**config.mk**
```make
export PLATFORM = sky130hd
export DESIGN_NAME = simple_dma_controller_flat
export DESIGN_NICKNAME = d
export VERILOG_FILES = /design/src/rtl/simple_dma_controller_if.sv /design/src/rtl/simple_dma_controller.sv /design/src/flat_wrapper.sv
export SDC_FILE = /design/constraint.sdc
export NUM_CORES = 1
export LEC_CHECK = 0
export BUFFER_PORTS_ARGS = -buffer_cell sky130_fd_sc_hd__buf_2
export CELL_PAD_IN_SITES_DETAIL_PLACEMENT = 1
export CELL_PAD_IN_SITES_GLOBAL_PLACEMENT = 1
export CORE_ASPECT_RATIO = 1.4
export CORE_MARGIN = 3
export CORE_UTILIZATION = 35
export CTS_BUF_LIST = sky130_fd_sc_hd__clkbuf_8 sky130_fd_sc_hd__clkbuf_16
export CTS_CLUSTER_DIAMETER = 40
export DETAILED_ROUTE_END_ITERATION = 10
export MAX_ROUTING_LAYER = met4
export PLACE_DENSITY = 0.92
export SETUP_SLACK_MARGIN = 0.4
export SLEW_MARGIN = 20
export SYNTH_ARGS = -nofsm -noshare
export SYNTH_HDL_FRONTEND = slang
export SYNTH_SLANG_ARGS = --single-unit
```
**constraint.sdc**
```tcl
create_clock -name clk -period 2.5 [get_ports clk]
set_input_delay 0.5 -clock clk [delete_from_list [all_inputs] [get_ports clk]]
set_output_delay 0.5 -clock clk [all_outputs]
set_load 0.02 [all_outputs]
```
**src/rtl/simple_dma_controller_if.sv**
```systemverilog
// ============================================================================
// Module      : simple_dma_controller_if
// Description : Bundles the device-side DMA handshake and the word-wide memory
//               port of simple_dma_controller.
//               slave  - the DMA controller (responder) side
//               master - the environment: requesting peripheral plus memory
// Ports       : dma_rqst, dma_rd_wr, dma_start_address, dma_num_words,
//               dev_ack, dev_out                       (device -> controller)
//               dev_in, dma_ack, dma_end_flag, busy     (controller -> device)
//               mem_addr, mem_en, mem_we, mem_din       (controller -> memory)
//               mem_dout, mem_ready                     (memory -> controller)
// Revision    : 1.0 - initial release
// ============================================================================
`default_nettype none

interface simple_dma_controller_if;
  logic        dma_rqst;
  logic        dma_rd_wr;
  logic [15:0] dma_start_address;
  logic [15:0] dma_num_words;
  logic        dev_ack;
  logic [15:0] dev_out;
  logic [15:0] dev_in;
  logic        dma_ack;
  logic        dma_end_flag;
  logic        busy;
  logic [15:0] mem_addr;
  logic        mem_en;
  logic [1:0]  mem_we;
  logic [15:0] mem_din;
  logic [15:0] mem_dout;
  logic        mem_ready;

  modport slave (
    input  dma_rqst, dma_rd_wr, dma_start_address, dma_num_words,
    input  dev_ack, dev_out, mem_dout, mem_ready,
    output dev_in, dma_ack, dma_end_flag, busy,
    output mem_addr, mem_en, mem_we, mem_din
  );

  modport master (
    output dma_rqst, dma_rd_wr, dma_start_address, dma_num_words,
    output dev_ack, dev_out, mem_dout, mem_ready,
    input  dev_in, dma_ack, dma_end_flag, busy,
    input  mem_addr, mem_en, mem_we, mem_din
  );
endinterface

`default_nettype wire

```
**src/rtl/simple_dma_controller.sv**
```systemverilog
// ============================================================================
// Module      : simple_dma_controller
// Description : Single-channel DMA responder. Serves one requesting peripheral
//               and moves 16-bit words between a word-wide memory port and the
//               device. Reads deliver memory data on dev_in with a one-cycle
//               dma_ack strobe; writes store dev_out to memory. Completion is
//               reported with a one-cycle dma_end_flag.
// Parameters  : ADDR_STEP - byte increment between consecutive word addresses
// Ports       : clk   - system clock
//               reset - asynchronous, active-high reset
//               bus   - simple_dma_controller_if.slave (device + memory side)
// Revision    : 1.0 - initial release
// ============================================================================
`default_nettype none

module simple_dma_controller #(
  parameter int unsigned ADDR_STEP = 2
) (
  input  logic                        clk,
  input  logic                        reset,
  simple_dma_controller_if.slave      bus
);

  localparam logic [15:0] c_addr_step = 16'(ADDR_STEP);

  typedef enum logic [2:0] {
    S_IDLE     = 3'd0,
    S_MEM_REQ  = 3'd1,
    S_MEM_DATA = 3'd2,
    S_ACK      = 3'd3,
    S_GUARD    = 3'd4,
    S_WAIT_DEV = 3'd5,
    S_END      = 3'd6,
    S_HOLD     = 3'd7
  } state_t;

  state_t      r_state;
  state_t      w_next;

  logic [15:0] r_cur_addr;
  logic [15:0] r_remain;
  logic        r_dir;       // 1: memory -> device, 0: device -> memory
  logic [15:0] r_dev_in;
  logic        r_dma_ack;
  logic        r_end_flag;
  logic        r_busy;

  logic        w_mem_en;
  logic [1:0]  w_mem_we;
  logic [15:0] w_mem_din;

  // --------------------------------------------------------------------------
  // Next-state and memory-port decode
  // --------------------------------------------------------------------------
  always_comb begin
    w_next    = r_state;
    w_mem_en  = 1'b0;
    w_mem_we  = 2'b00;
    w_mem_din = 16'h0000;

    case (r_state)
      S_IDLE: begin
        if (bus.dma_rqst) begin
          w_next = (bus.dma_num_words == 16'h0000) ? S_END : S_MEM_REQ;
        end
      end

      S_MEM_REQ: begin
        // The request line gates the access itself so that an abort never
        // produces a memory cycle.
        w_mem_en  = bus.dma_rqst;
        w_mem_we  = r_dir ? 2'b00 : 2'b11;
        w_mem_din = bus.dev_out;
        if (!bus.dma_rqst) begin
          w_next = S_IDLE;
        end else if (bus.mem_ready) begin
          w_next = r_dir ? S_MEM_DATA : S_ACK;
        end
      end

      S_MEM_DATA: begin
        w_next = S_ACK;
      end

      S_ACK: begin
        // The last word always completes, even if the request has just dropped.
        if (r_remain == 16'd1) begin
          w_next = S_END;
        end else if (!bus.dma_rqst) begin
          w_next = S_IDLE;
        end else begin
          w_next = S_GUARD;
        end
      end

      // dev_ack may still reflect the previous word here; give it a cycle.
      S_GUARD: begin
        w_next = S_WAIT_DEV;
      end

      S_WAIT_DEV: begin
        if (!bus.dma_rqst) begin
          w_next = S_IDLE;
        end else if (bus.dev_ack) begin
          w_next = S_MEM_REQ;
        end
      end

      S_END: begin
        w_next = S_HOLD;
      end

      // Wait for the request to drop so a stale level does not restart.
      S_HOLD: begin
        if (!bus.dma_rqst) begin
          w_next = S_IDLE;
        end
      end

      default: begin
        w_next = S_IDLE;
      end
    endcase
  end

  // --------------------------------------------------------------------------
  // State, counters and registered outputs
  // --------------------------------------------------------------------------
  always_ff @(posedge clk or posedge reset) begin
    if (reset) begin
      r_state    <= S_IDLE;
      r_cur_addr <= 16'h0000;
      r_remain   <= 16'h0000;
      r_dir      <= 1'b0;
      r_dev_in   <= 16'h0000;
      r_dma_ack  <= 1'b0;
      r_end_flag <= 1'b0;
      r_busy     <= 1'b0;
    end else begin
      r_state <= w_next;

      // Strobes are registered from the next state so they are high exactly
      // while the controller sits in the matching state.
      r_dma_ack  <= (w_next == S_ACK);
      r_end_flag <= (w_next == S_END);
      r_busy     <= (w_next != S_IDLE);

      if (r_state == S_IDLE && bus.dma_rqst) begin
        r_cur_addr <= {bus.dma_start_address[15:1], 1'b0};
        r_remain   <= bus.dma_num_words;
        r_dir      <= bus.dma_rd_wr;
      end

      // Memory read data is valid the cycle after the accepted access.
      if (r_state == S_MEM_DATA) begin
        r_dev_in <= bus.mem_dout;
      end

      if (r_state == S_ACK) begin
        r_cur_addr <= r_cur_addr + c_addr_step;
        r_remain   <= r_remain - 16'd1;
      end
    end
  end

  assign bus.dev_in       = r_dev_in;
  assign bus.dma_ack      = r_dma_ack;
  assign bus.dma_end_flag = r_end_flag;
  assign bus.busy         = r_busy;
  assign bus.mem_addr     = r_cur_addr;
  assign bus.mem_en       = w_mem_en;
  assign bus.mem_we       = w_mem_we;
  assign bus.mem_din      = w_mem_din;

endmodule

`default_nettype wire

```
**src/flat_wrapper.sv**
```systemverilog
// flat-port wrapper written by rule: the top's interface ports become plain ports
module simple_dma_controller_flat 
#(
  parameter int unsigned ADDR_STEP = 2
)
  (clk, reset, bus_dma_rqst, bus_dma_rd_wr, bus_dma_start_address, bus_dma_num_words, bus_dev_ack, bus_dev_out, bus_mem_dout, bus_mem_ready, bus_dev_in, bus_dma_ack, bus_dma_end_flag, bus_busy, bus_mem_addr, bus_mem_en, bus_mem_we, bus_mem_din);
  simple_dma_controller_if bus_i ();
  input  logic clk;
  input  logic reset;
  input wire logic [$bits(bus_i.dma_rqst)-1:0] bus_dma_rqst;
  input wire logic [$bits(bus_i.dma_rd_wr)-1:0] bus_dma_rd_wr;
  input wire logic [$bits(bus_i.dma_start_address)-1:0] bus_dma_start_address;
  input wire logic [$bits(bus_i.dma_num_words)-1:0] bus_dma_num_words;
  input wire logic [$bits(bus_i.dev_ack)-1:0] bus_dev_ack;
  input wire logic [$bits(bus_i.dev_out)-1:0] bus_dev_out;
  input wire logic [$bits(bus_i.mem_dout)-1:0] bus_mem_dout;
  input wire logic [$bits(bus_i.mem_ready)-1:0] bus_mem_ready;
  output wire logic [$bits(bus_i.dev_in)-1:0] bus_dev_in;
  output wire logic [$bits(bus_i.dma_ack)-1:0] bus_dma_ack;
  output wire logic [$bits(bus_i.dma_end_flag)-1:0] bus_dma_end_flag;
  output wire logic [$bits(bus_i.busy)-1:0] bus_busy;
  output wire logic [$bits(bus_i.mem_addr)-1:0] bus_mem_addr;
  output wire logic [$bits(bus_i.mem_en)-1:0] bus_mem_en;
  output wire logic [$bits(bus_i.mem_we)-1:0] bus_mem_we;
  output wire logic [$bits(bus_i.mem_din)-1:0] bus_mem_din;
  assign bus_i.dma_rqst = bus_dma_rqst;
  assign bus_i.dma_rd_wr = bus_dma_rd_wr;
  assign bus_i.dma_start_address = bus_dma_start_address;
  assign bus_i.dma_num_words = bus_dma_num_words;
  assign bus_i.dev_ack = bus_dev_ack;
  assign bus_i.dev_out = bus_dev_out;
  assign bus_i.mem_dout = bus_mem_dout;
  assign bus_i.mem_ready = bus_mem_ready;
  assign bus_dev_in = bus_i.dev_in;
  assign bus_dma_ack = bus_i.dma_ack;
  assign bus_dma_end_flag = bus_i.dma_end_flag;
  assign bus_busy = bus_i.busy;
  assign bus_mem_addr = bus_i.mem_addr;
  assign bus_mem_en = bus_i.mem_en;
  assign bus_mem_we = bus_i.mem_we;
  assign bus_mem_din = bus_i.mem_din;
  simple_dma_controller #(.ADDR_STEP(ADDR_STEP)) u_core (.clk(clk), .reset(reset), .bus(bus_i));
endmodule
```
# After elaboration in Yosys (flattened, before gate mapping)
# Index checks and enable logic that the tools add are counted.
# word_totals
elab_cells	44
reg_bits	55
input_bits	70
output_inout_bits	54
# op_classes
eq_ne	10
n_mux	19
add_sub_neg	2
reduce_logical	5
# ops
op	count
$mux 16	5
$mux 3	9
$pmux 3 s8	1
$add 16x2->16 const B	1
$eq 16x1->1 const B	1
$logic_not 16->1	1
$sub 16x1->16 const B	1
$eq 3x3->1 const B	5
$eq 3x2->1 const B	3
$mux 2	2
$eq 3x1->1 const B	1
$logic_not 3->1	1
$reduce_bool 3->1	1
$mux 1	2
$reduce_bool 2->1	1
$logic_and 1x1->1	1

# Longest topological paths before layout
# Gate-level depths: netlist of the first run.
# logic_depth
word_depth	5
ltp_mapped	6
depth_no_buf	6

# Least setup slack after synthesis of the first run
# No wires, ideal clock.
# synth_path
path_type	register -> output
start	reg u_core.r_state[2]
end	out bus_mem_we[1]
required_ps	2000
n_path_buf	2
stages_incl_launch_ff	5
t_arrival_ps	1630
slack_ps	370
path_cell_list	dfrtp_1 clkbuf_1 nor3b_1 nor2b_1 buf_4
# synth_between
elab_chain_len	2
# synth_rtl
item	line	source
start: declaration	simple_dma_controller.sv:37	state_t r_state;
start signal: assignment	simple_dma_controller.sv:140	r_state <= w_next;
$eq 3x1->1	simple_dma_controller.sv:61	case (r_state)
$mux 2	simple_dma_controller.sv:61	
end: declaration	flat_wrapper.sv:24	output wire logic [$bits(bus_i.mem_we)-1:0] bus_mem_we;
# No other way between the ends.

# Worst setup path in the final report of the first run
# layout_path
start	reg u_core.r_state[1]
end	out bus_mem_en
# layout_between
elab_chain_len	2
# layout_rtl
item	line	source
$eq 3x1->1	simple_dma_controller.sv:61	
$mux 1	simple_dma_controller.sv:61	
end: declaration	flat_wrapper.sv:23	output wire logic [$bits(bus_i.mem_en)-1:0] bus_mem_en;
# No other way between the ends.

==> results.yml, run 1 <==
outcome:
  status: "finished clean"
worst_setup_path:
  crit_fanout: 8
  crit_slowest_cell: "nor4bb_1"
  r2r_cells: 4
  rr_endpoint: "u_core.r_remain[12]$_DFFE_PP0P_"
  crit_buf_inv: 2
  rrSetupSlack_ps: 460
  cp.required_ps: 2000
  setup.worst_path.start: "u_core.r_state[1]$_DFF_PP0_"
  cp_cell_sequence: "buf_6 > nor4bb_1 > buf_2"
  cp_slowest_stage_delay_ps: 500
  critical_path_arrival_ps: 1630
  path_class: "reg2out"
  critPathCaptureType: "output port"
  critPathLaunchType: "register"
  reg2reg_from: "u_core.r_remain[3]$_DFFE_PP0P_"
  crit_family: "simple AND/OR/NAND/NOR gates"
finish:
  final_area_um2: 4070
  final_nets: 502
  antenna_cells: 0
  area_growth_pct: 40.3
  fillers: 926
  fin_cells: 530
  drive_gt1_share_pct: 46.7
clocking:
  root_buffer: "clkbuf_8"
  htree_levels: 2
  clk_latency_ps: 320
  cts_tree: "yes"
  cts.clk_slew.worst_paths_ps: 100
  cts.sinks: 54
  cts_hold_buf: 0
  cts-buffers-inserted: 5
  cts.path.max_buffers: 2
sta:
  slew_viol_final: 0
  clock_skew_ps: 11.8
  finalCriticalPeriod_ps: 2130
  final.setup.tns_ps: 0
  slew_headroom_pct: 43.5
  finalCritPeriodShare_pct: 85.2
  setup_violations: 0
  rsz0062_at_grt: "true"
  tightest_slew_ps: 846
  max_freq_mhz: 469
  hold_violations: 0
detailed_routing:
  drc: 0
  drt_iter0_drc: 140
  post_drt_via_cell_ratio: 5.59
  dr.pass1.iters: 4
  wirelength_um: 10500
  wl_per_cell_um: 19.8
  num_vias: 2963
  ant_nets: 0
global_route:
  grt_first_pass_wirelength_um: 14800
  grt_start_max_net_pins: 40
  grtUsageTotal_pct: 19.7
  grt-ovfl-total: 0
  grt_pass1_vias: 3036
  antenna_found_initial: 0
placement:
  place_area_um2: 3650
  io_buffers: 121
  routabilityCongestion: 0.865
  placedCellCount: 509
  dpl.hpwl_um: 6900
synth:
  syn-num-nets: 366
  ys_async_sr_fraction_pct: 100
  synth_seq_cells: 54
  synth_cell_types: 56
  synth_cells: 293
  synth-main-ff-cell: "dfrtp_1"
  syn_area_um2: 2900
  syn_area_per_cell_um2: 9.90
  yosysWarnings: 0
  seq_area_frac_synth_pct: 46.6
  synth_edf_count: 0
die:
  dieArea_um2: 9430
  std_cell_rows: 38
  die_y_um: 114
  boundaryPins: 124
  start_util_pct: 36.8
  fp.coreArea_um2: 7890
  die_x_um: 83.0
power_and_ir_drop:
  max-vdd-ir-drop_uv: 735
  power_mw: 5.43
  powerDensity_nw_per_um2: 1330
  cellLeakagePower_nw: 1.86
hold_path:
  hp-class: "in2async"
run:
  drv_cap: 0
## worst register-to-register path, stage by stage (launching register included)
cell and delay, ps:
dfrtp_1 440, or4_4 620, or4_4 540, o32ai_2 260, nor2_1 60
## repair_timing
item	CTS	global route
resized for setup	8	50
endpoints found under the setup margin	23	32
setup buffers	4	7
pin swaps	0	8
gates cloned	1	1
## how the worst max path moves through the flow
| stage | endpoint | slack (ps) | depth (start not counted) |
|---|---|---|---|
| 4_1_cts | bus_mem_we[1] | 370 | 5 |
| 2_1_floorplan | u_core.bus.dma_ack$_DFF_PP0_ | 450 | 4 |
| 5_1_grt | bus_mem_din[14] | 280 | 5 |
| 6_report | bus_mem_en | 370 | 3 |
| 3_5_place_dp | u_core.r_remain[14]$_DFFE_PP0P_ | 300 | 6 |
| 3_3_place_gp | u_core.bus.mem_addr[14]$_DFFE_PP0P_ | 430 | 5 |
## metrics by stage
| step | setup WS [ps] | hold slack (ps) | util [%] |
|---|---|---|---|
| 2_1_floorplan | 453 | 459 | - |
| 3_3_place_gp | 433 | 483 | 46.3 |
| 3_5_place_dp | 298 | 493 | 46.3 |
| 4_1_cts | 373 | 376 | 48.8 |
| 5_1_grt | 285 | 394 | 51.6 |
| 6_report | 369 | 346 | 51.6 |
## metal layers
layer | vias up | GRT usage (%) | wire length (um)
met4 | 0 | 6.11 | 227
met2 | 90 | 36.8 | 5910
met1 | 1478 | 21.2 | 3930
met3 | 22 | 3.25 | 426
li1 | 1373 | - | -
met5 | - | - | 0
## registers in the layout (all words and copies together), names as in the netlist
name	count
u_core.r_remain	16
u_core.bus.mem_addr	15
u_core.bus.dev_in	16
u_core.bus.busy	1
u_core.bus.dma_end_flag	1
u_core.r_state	3
u_core.bus.dma_ack	1
u_core.r_dir	1
## cell usage in the layout (no fill, tap or decap), drive strengths merged, types with 2 or more instances in the layout
cell type  Yosys  layout
bufinv         0       2
o211ai        14      14
mux2          16      16
nand2b         3       3
o22ai          2       2
nor2          20      20
ha             3       3
nor4           7       7
o21ai          2       2
dfrtp         54      54
and2          18      18
or2            2       2
a21oi          2       2
a31o           2       2
nand2         35      35
or3            3       3
or4            7       7
inv            5       5
a311oi         5       5
a211oi         9       9
a2bb2oi        2       2
o311ai         8       8
and4           4       4
nor2b          3       3
clkbuf        10       6
nand3         15      15
a22oi          2       2
buf            7     146
a21boi         2       2
nor3           9       9
o21a           2       2
nand4          3       3
## synth_stat cells (all sizes together) (2+ instances only)
cell type	n	share of area [%]
nor3	9	1.7
a211oi	9	2.3
dfrtp	54	47
buf	7	1.6
o21a	2	0.52
a21boi	2	0.52
and4	4	1.2
a311oi	5	1.5
o22ai	2	0.43
o21ai	2	0.34
inv	5	0.65
and2	18	3.9
nand4	3	0.65
a31o	2	0.60
ha	3	1.3
nand2b	3	0.65
clkbuf	10	1.3
or2	2	0.43
nand2	35	4.5
nor4	7	1.7
or4	7	2.1
mux2	16	6.2
a2bb2oi	2	0.60
nor2	20	2.6
o311ai	8	2.4
a21oi	2	0.34
or3	3	0.65
nand3	15	2.6
nor2b	3	0.65
a22oi	2	0.52
o211ai	14	3.6
## final cells by class
| type | instances | area (um^2) | area share [%] |
|---|---|---|---|
| Clock buffer | 6 | 82.6 | 2.03 |
| Clock inverter | 2 | 60.1 | 1.48 |
| Inverter | 5 | 18.8 | 0.461 |
| Multi-Input combinational cell | 217 | 1530 | 37.7 |
| Sequential cell | 54 | 1360 | 33.3 |
| Tap cell | 100 | 125 | 3.07 |
| Timing Repair Buffer | 146 | 896 | 22.0 |
## report_power, final
group          internal, mW  leakage [nW]  total (mW)  switching, mW
Combinational          1.31          1.15        2.95           1.64
Clock                 0.427        0.0714       0.719          0.292
Sequential             1.30         0.642        1.76          0.457
Total                  3.04          1.86        5.43           2.39
## logic make-up after synthesis
group | Yosys count | synth area share [%]
compound gates | 59 | 16.1
other cells | 1 | 0.129
mux | 17 | 6.55
flops | 54 | 46.6
fa+ha+maj | 3 | 1.29
buf+inv | 22 | 3.49
simple gates | 137 | 25.9
Note: power is estimated with default switching activity, not from simulation.
==> inputs of run 2 (changes only) <==
--- a/config.mk
+++ b/config.mk
@@ -10,12 +10,12 @@
 export CELL_PAD_IN_SITES_GLOBAL_PLACEMENT = 1
 export CORE_ASPECT_RATIO = 1.4
 export CORE_MARGIN = 3
-export CORE_UTILIZATION = 35
-export CTS_BUF_LIST = sky130_fd_sc_hd__clkbuf_8 sky130_fd_sc_hd__clkbuf_16
+export CORE_UTILIZATION = 36
+export CTS_BUF_LIST = sky130_fd_sc_hd__clkbuf_2 sky130_fd_sc_hd__clkbuf_4 sky130_fd_sc_hd__clkbuf_8
 export CTS_CLUSTER_DIAMETER = 40
 export DETAILED_ROUTE_END_ITERATION = 10
 export MAX_ROUTING_LAYER = met4
-export PLACE_DENSITY = 0.92
+export PLACE_DENSITY = 0.94
 export SETUP_SLACK_MARGIN = 0.4
 export SLEW_MARGIN = 20
 export SYNTH_ARGS = -nofsm -noshare
==> run 2 against run 1 <==
Against the previous run:
- fmax rose by 1.3%
- flip-flop and latch count did not move
- sequential share of layout area rose by 1.4 points
- wire length fell by 8.2%
- die area fell by 2.6%
- register-to-register slack barely moved
- final cell count did not move
- worst setup slack improved by 27 ps
- via count rose by 0.24%
- core utilization fell by 1.4 points
- first-iteration DRC count fell by 24%
- combinational power fell by 6%
==> results.yml, run 2 (synthesis gave the netlist of run 1 again) <==
outcome:
  status: "finished clean"
detailed_routing:
  post_drt_via_cell_ratio: 5.60
  num_vias: 2970
  wirelength_um: 9630
  wl_per_cell_um: 18.2
  ant_nets: 0
  dr.pass1.iters: 4
  drt_iter0_drc: 107
  drc: 0
die:
  die_x_um: 81.9
  start_util_pct: 37.2
  boundaryPins: 124
  dieArea_um2: 9190
  fp.coreArea_um2: 7800
  std_cell_rows: 38
  die_y_um: 112
finish:
  final_nets: 502
  drive_gt1_share_pct: 44.2
  final_cell_mix: "119 x buf_2, 50 x dfrtp_1, 35 x nand2_1"
  antenna_cells: 0
  area_growth_pct: 34.8
  fin_cells: 530
  mostFrequentLayoutCell: "buf_2"
power_and_ir_drop:
  cellLeakagePower_nw: 1.80
  power_mw: 5.01
  seqPwrFrac_pct: 34.4
  p_clk_share_pct: 10.6
  netSwitchingPower_mw: 2.32
  pwr-share-comb_pct: 55.0
  max-vdd-ir-drop_uv: 624
  switching_share_pct: 46.4
  p_int_mw: 2.69
  powerDensity_nw_per_um2: 1280
sta:
  slew_viol_final: 0
  slew_headroom_pct: 52.9
  setup_violations: 0
  final.setup.tns_ps: 0
  hold_violations: 0
  clock_skew_ps: 7.12
  finalCritPeriodShare_pct: 84.2
  tightest_slew_ps: 707
  finalCriticalPeriod_ps: 2100
  rsz0062_at_grt: "true"
  max_freq_mhz: 475
placement:
  placedCellCount: 506
  io_buffers: 121
  dpl.hpwl_um: 6800
  routabilityCongestion: 0.862
worst_setup_path:
  critPathCaptureType: "output port"
  rrSetupSlack_ps: 470
  critPathLaunchType: "register"
  crit_slowest_cell: "dfrtp_2"
  crit_buf_inv: 2
  crit_fanout: 6
  cp_slowest_stage_delay_ps: 480
  cp.required_ps: 2000
  cp_cell_sequence: "nor3b_4 > clkdlybuf4s15_2 > and2_1 > buf_2"
  critical_path_arrival_ps: 1600
  crit_family: "flip-flops"
  path_class: "reg2out"
run:
  drv_cap: 0
global_route:
  met2_usage_pct: 38.0
  grtUsageTotal_pct: 21.6
  grt_use_met1_pct: 24.0
  use_met3_pct: 3.69
  grt_first_pass_wirelength_um: 15200
  antenna_found_initial: 0
  grt_start_max_net_pins: 55
  grt-ovfl-total: 0
  grt_pass1_vias: 3174
  busiest_layer: "met2"
clocking:
  cts.sinks: 54
  cts.clk_slew.worst_paths_ps: 110
  cts.path.max_buffers: 2
  htree_levels: 2
  cts_tree: "yes"
  clk_latency_ps: 320
  cts_hold_buf: 0
  cts-buffers-inserted: 5
  root_buffer: "clkbuf_8"
hold_path:
  hp-class: "in2async"
run 2: what timing repair did:
action	in CTS	in global routing
hold endpoints to repair	0	0
buffers inserted	12	2
gates resized for setup	5	10
cloned	1	1
setup endpoints to repair	22	29
pin swaps	2	3
run 2: worst paths after layout:
path                                                    from                                  to  depth (start not counted)
max reg2reg                   u_core.r_remain[3]$_DFFE_PP0P_     u_core.r_remain[12]$_DFFE_PP0P_                          4
min reg2reg                u_core.bus.dev_in[11]$_DFFE_PP0P_   u_core.bus.dev_in[11]$_DFFE_PP0P_                          1
min                                                    reset   u_core.bus.dev_in[15]$_DFFE_PP0P_                          3
max                              u_core.r_state[2]$_DFF_PP0_                     bus_mem_din[12]                          4
max in group asynchronous                              reset         u_core.r_state[1]$_DFF_PP0_                          3
min in group clk                    bus_dma_start_address[6]  u_core.bus.mem_addr[6]$_DFFE_PP0P_                          3
run 2: worst reg2reg max path, cell delays in order (launching register included):
cell	delay [ps]
dfrtp_1	450
or4_4	610
or4_4	530
o32ai_2	260
nor2_1	70
run 2: stage by stage:
stage	utilization [%]	setup WS (ps)	hold WS, ps	area, um^2
after floorplan	-	453	459	2900
final	50.1	396	366	3910
after CTS	49.2	403	375	3840
after global routing	50.1	319	392	3910
after detailed placement	46.5	312	493	3630
after global placement	46.5	434	482	3630
run 2: layer usage:
metal | wire [um] | vias to the layer above
met4 | 233 | 0
met5 | 0 | -
met1 | 3670 | 1479
met2 | 5210 | 92
li1 | - | 1377
met3 | 522 | 22
run 2: power by group through the flow:
stage | Clock, mW | Combinational (mW) | Sequential, mW
6_report | 0.530 | 2.76 | 1.72
5_1_grt | 0.576 | 3.01 | 1.80
4_1_cts | 0.538 | 2.65 | 1.70
3_5_place_dp | 0 | 2.44 | 1.76
3_3_place_gp | 0 | 2.33 | 1.71
2_1_floorplan | 0 | 1.39 | 1.95
run 2: layout make-up:
type / instances / area, um^2
tap: 100 / 125
multi-input combinational: 217 / 1500
fill: 954 / 3890
clock buffer: 5 / 68.8
inverter: 5 / 18.8
sequential: 54 / 1360
timing repair buffer: 146 / 815
clock inverter: 3 / 25.0
==> inputs of run 3 (changes only) <==
--- a/config.mk
+++ b/config.mk
@@ -5,12 +5,13 @@
 export SDC_FILE = /design/constraint.sdc
 export NUM_CORES = 1
 export LEC_CHECK = 0
+export ABC_AREA = 1
 export BUFFER_PORTS_ARGS = -buffer_cell sky130_fd_sc_hd__buf_2
 export CELL_PAD_IN_SITES_DETAIL_PLACEMENT = 1
 export CELL_PAD_IN_SITES_GLOBAL_PLACEMENT = 1
 export CORE_ASPECT_RATIO = 1.4
 export CORE_MARGIN = 3
-export CORE_UTILIZATION = 36
+export CORE_UTILIZATION = 34
 export CTS_BUF_LIST = sky130_fd_sc_hd__clkbuf_2 sky130_fd_sc_hd__clkbuf_4 sky130_fd_sc_hd__clkbuf_8
 export CTS_CLUSTER_DIAMETER = 40
 export DETAILED_ROUTE_END_ITERATION = 10
==> constraint.sdc (replaced) <==
create_clock -name clk -period 2.1 [get_ports clk]
set_input_delay 0.42 -clock clk [delete_from_list [all_inputs] [get_ports clk]]
set_output_delay 0.42 -clock clk [all_outputs]
set_load 0.02 [all_outputs]
==> run 3 against run 2 <==
Against the previous run:
- worst setup slack worse by 94 ps
- critical path depth grew 1
- synthesized cell count rose by 66%
- first-iteration DRC count down 7.5%
- non-clock buffer count unchanged
- wire length increased by 18%
- register-to-register slack gained 30 ps
- largest power group unchanged
==> results.yml, run 3 <==
detailed_routing:
  num_vias: 3737
  wirelength_um: 11400
  wl_per_cell_um: 15.5
  drt_iter0_drc: 99
  dr.pass1.iters: 4
  ant_nets: 0
  drc: 0
  post_drt_via_cell_ratio: 5.10
worst_setup_path:
  crit_family: "flip-flops"
  crit_fanout: 10
  r2r_cells: 10
  cp_cell_sequence: "inv_4 > nand3_4 > buf_6 > nor2_1 > buf_4"
  crit_buf_inv: 3
  rr_endpoint: "u_core.bus.mem_addr[13]$_DFFE_PP0P_"
  critPathCaptureType: "output port"
  cp-endpoint: "bus_mem_din[8]"
  cp.required_ps: 1680
  critical_path_arrival_ps: 1380
  path_class: "reg2out"
  cp.depth: 5
  reg2reg_from: "u_core.bus.mem_addr[2]$_DFFE_PP0P_"
  setup.worst_path.start: "u_core.r_state[1]$_DFF_PP0_"
  critPathLaunchType: "register"
  crit_slowest_cell: "dfrtp_2"
  rrSetupSlack_ps: 500
  cp_slowest_stage_delay_ps: 450
synth:
  synth_edf_count: 0
  synth_area_leaders: "dfrtp_1 42%, nand2_1 20%, nor2_1 9.8%, nand3_1 6.8%, inv_1 5.8%"
  synth_top_cells_by_count: "168 x nand2_1, 84 x nor2_1, 54 x dfrtp_1"
  synth_top_area_cell: "dfrtp_1"
  seq_area_frac_synth_pct: 41.8
  syn_area_um2: 3230
  yosysWarnings: 0
  yosysMostFrequentCell: "nand2_1"
  ys_async_sr_fraction_pct: 100
  synth_cell_types: 26
  synth_seq_cells: 54
  synth_cells: 487
  syn_area_per_cell_um2: 6.64
  synth-main-ff-cell: "dfrtp_1"
  synth_top_area_share_pct: 41.8
  syn-num-nets: 560
sta:
  setup_violations: 0
  rsz0062_at_grt: "true"
  final.setup.tns_ps: 0
  max_freq_mhz: 556
  finalCritPeriodShare_pct: 85.6
  tightest_slew_ps: 618
  finalCriticalPeriod_ps: 1800
  slew_headroom_pct: 58.7
  slew_viol_final: 0
  hold_violations: 0
  clock_skew_ps: 8.95
power_and_ir_drop:
  max-vdd-ir-drop_uv: 667
  powerDensity_nw_per_um2: 1510
  cellLeakagePower_nw: 2.37
clocking:
  cts_tree: "yes"
  cts-buffers-inserted: 5
  root_buffer: "clkbuf_8"
  cts.path.max_buffers: 2
  cts.clk_slew.worst_paths_ps: 110
  cts.sinks: 54
  clk_latency_ps: 330
  htree_levels: 2
  cts_hold_buf: 0
finish:
  final_cell_mix: "164 x nand2_1, 102 x buf_2, 68 x nor2_1"
  fin_cells: 733
  antenna_cells: 0
  mostFrequentLayoutCell: "nand2_1"
  drive_gt1_share_pct: 31.0
  final_nets: 698
  fillers: 1210
  area_growth_pct: 39.7
global_route:
  grtUsageTotal_pct: 21.0
  grt-ovfl-total: 0
  grt_first_pass_wirelength_um: 17300
  grt_start_max_net_pins: 29
  grt_pass1_vias: 3793
  antenna_found_initial: 0
die:
  dieArea_um2: 10700
  fp.coreArea_um2: 9130
  die_y_um: 121
  boundaryPins: 124
  die_x_um: 88.4
  std_cell_rows: 41
  start_util_pct: 35.4
hold_path:
  hp-class: "in2async"
outcome:
  status: "finished clean"
placement:
  dpl.hpwl_um: 8270
  placedCellCount: 711
  io_buffers: 121
  routabilityCongestion: 0.855
run:
  drv_cap: 0
run 3: cell types whose count changed after synthesis, moves of 6 or more:
cell	previous run	this run
o211ai_1	14	7
nor4_1	6	0
a211oi_1	9	3
nand2_1	35	168
mux2_2	16	0
clkbuf_1	10	3
nor2_1	20	84
inv_1	5	50
inv_2	0	6
and2_1	18	0
o21ai_0	2	23
nand3_1	15	44
run 3: power breakdown:
group	internal (mW)	switching (mW)	leakage, nW
clock	0.370	0.388	0.0548
combinational	1.50	2.55	1.66
sequential	1.56	0.458	0.654
total	3.43	3.39	2.37
run 3: logic make-up (layout without fill, tap and decap cells):
group,Yosys count,count (layout),share of synthesized area (%)
and+or+nand+nor,315,315,40.2
buffers and inverters,71,210,8.98
DFF,54,54,41.8
AOI/OAI and AO/OA,43,43,7.78
adders and majority gates,3,3,1.16
other,1,1,0.116
run 3: cell type report:
cell class	instances	area, um^2	area share (%)
clock inverters	2	37.5	0.831
inverters	56	229	5.07
well taps	107	134	2.96
clock buffers	6	76.3	1.69
repair buffers	146	926	20.5
flip-flops and latches	54	1360	30.0
multi-input cells	362	1760	39.0
run 3: worst min-delay path by stage:
stage	startpoint	endpoint	depth (start not counted)
global route	reset	u_core.bus.dma_end_flag$_DFF_PP0_	2
finish	reset	u_core.bus.dma_end_flag$_DFF_PP0_	2
detailed placement	u_core.bus.dev_in[11]$_DFFE_PP0P_	u_core.bus.dev_in[11]$_DFFE_PP0P_	2
CTS	reset	u_core.bus.busy$_DFF_PP0_	2
global placement	u_core.bus.dev_in[3]$_DFFE_PP0P_	u_core.bus.dev_in[3]$_DFFE_PP0P_	2
floorplan	reset	u_core.bus.busy$_DFF_PP0_	1
run 3: metrics by stage:
step / utilization, % / power, mW / setup WS, ps / instance area [um^2] / hold slack (ps)
after detailed placement: 43.6 / 5.34 / 343 / 3980 / 456
after global routing: 49.5 / 7.37 / 229 / 4520 / 181
after floorplan: - / 4.20 / 392 / 3240 / 488
after global placement: 43.6 / 5.15 / 450 / 3980 / 451
final: 49.5 / 6.82 / 302 / 4520 / 146
after CTS: 45.9 / 6.28 / 288 / 4190 / 155
run 3: repair_timing:
action,CTS,global route
gates cloned,0,2
resized for setup,27,64
buffers inserted,4,8
pin swaps,0,4
endpoints found under the setup margin,33,51
run 3: routing by layer:
layer / share of wire (%) / global-route usage, % / vias to the layer above
li1: - / - / 1803
met1: 39 / 22.0 / 1823
met2: 55 / 39.2 / 100
met3: 4.5 / 3.26 / 11
met4: 1.7 / 6.62 / 0
met5: 0 / - / -
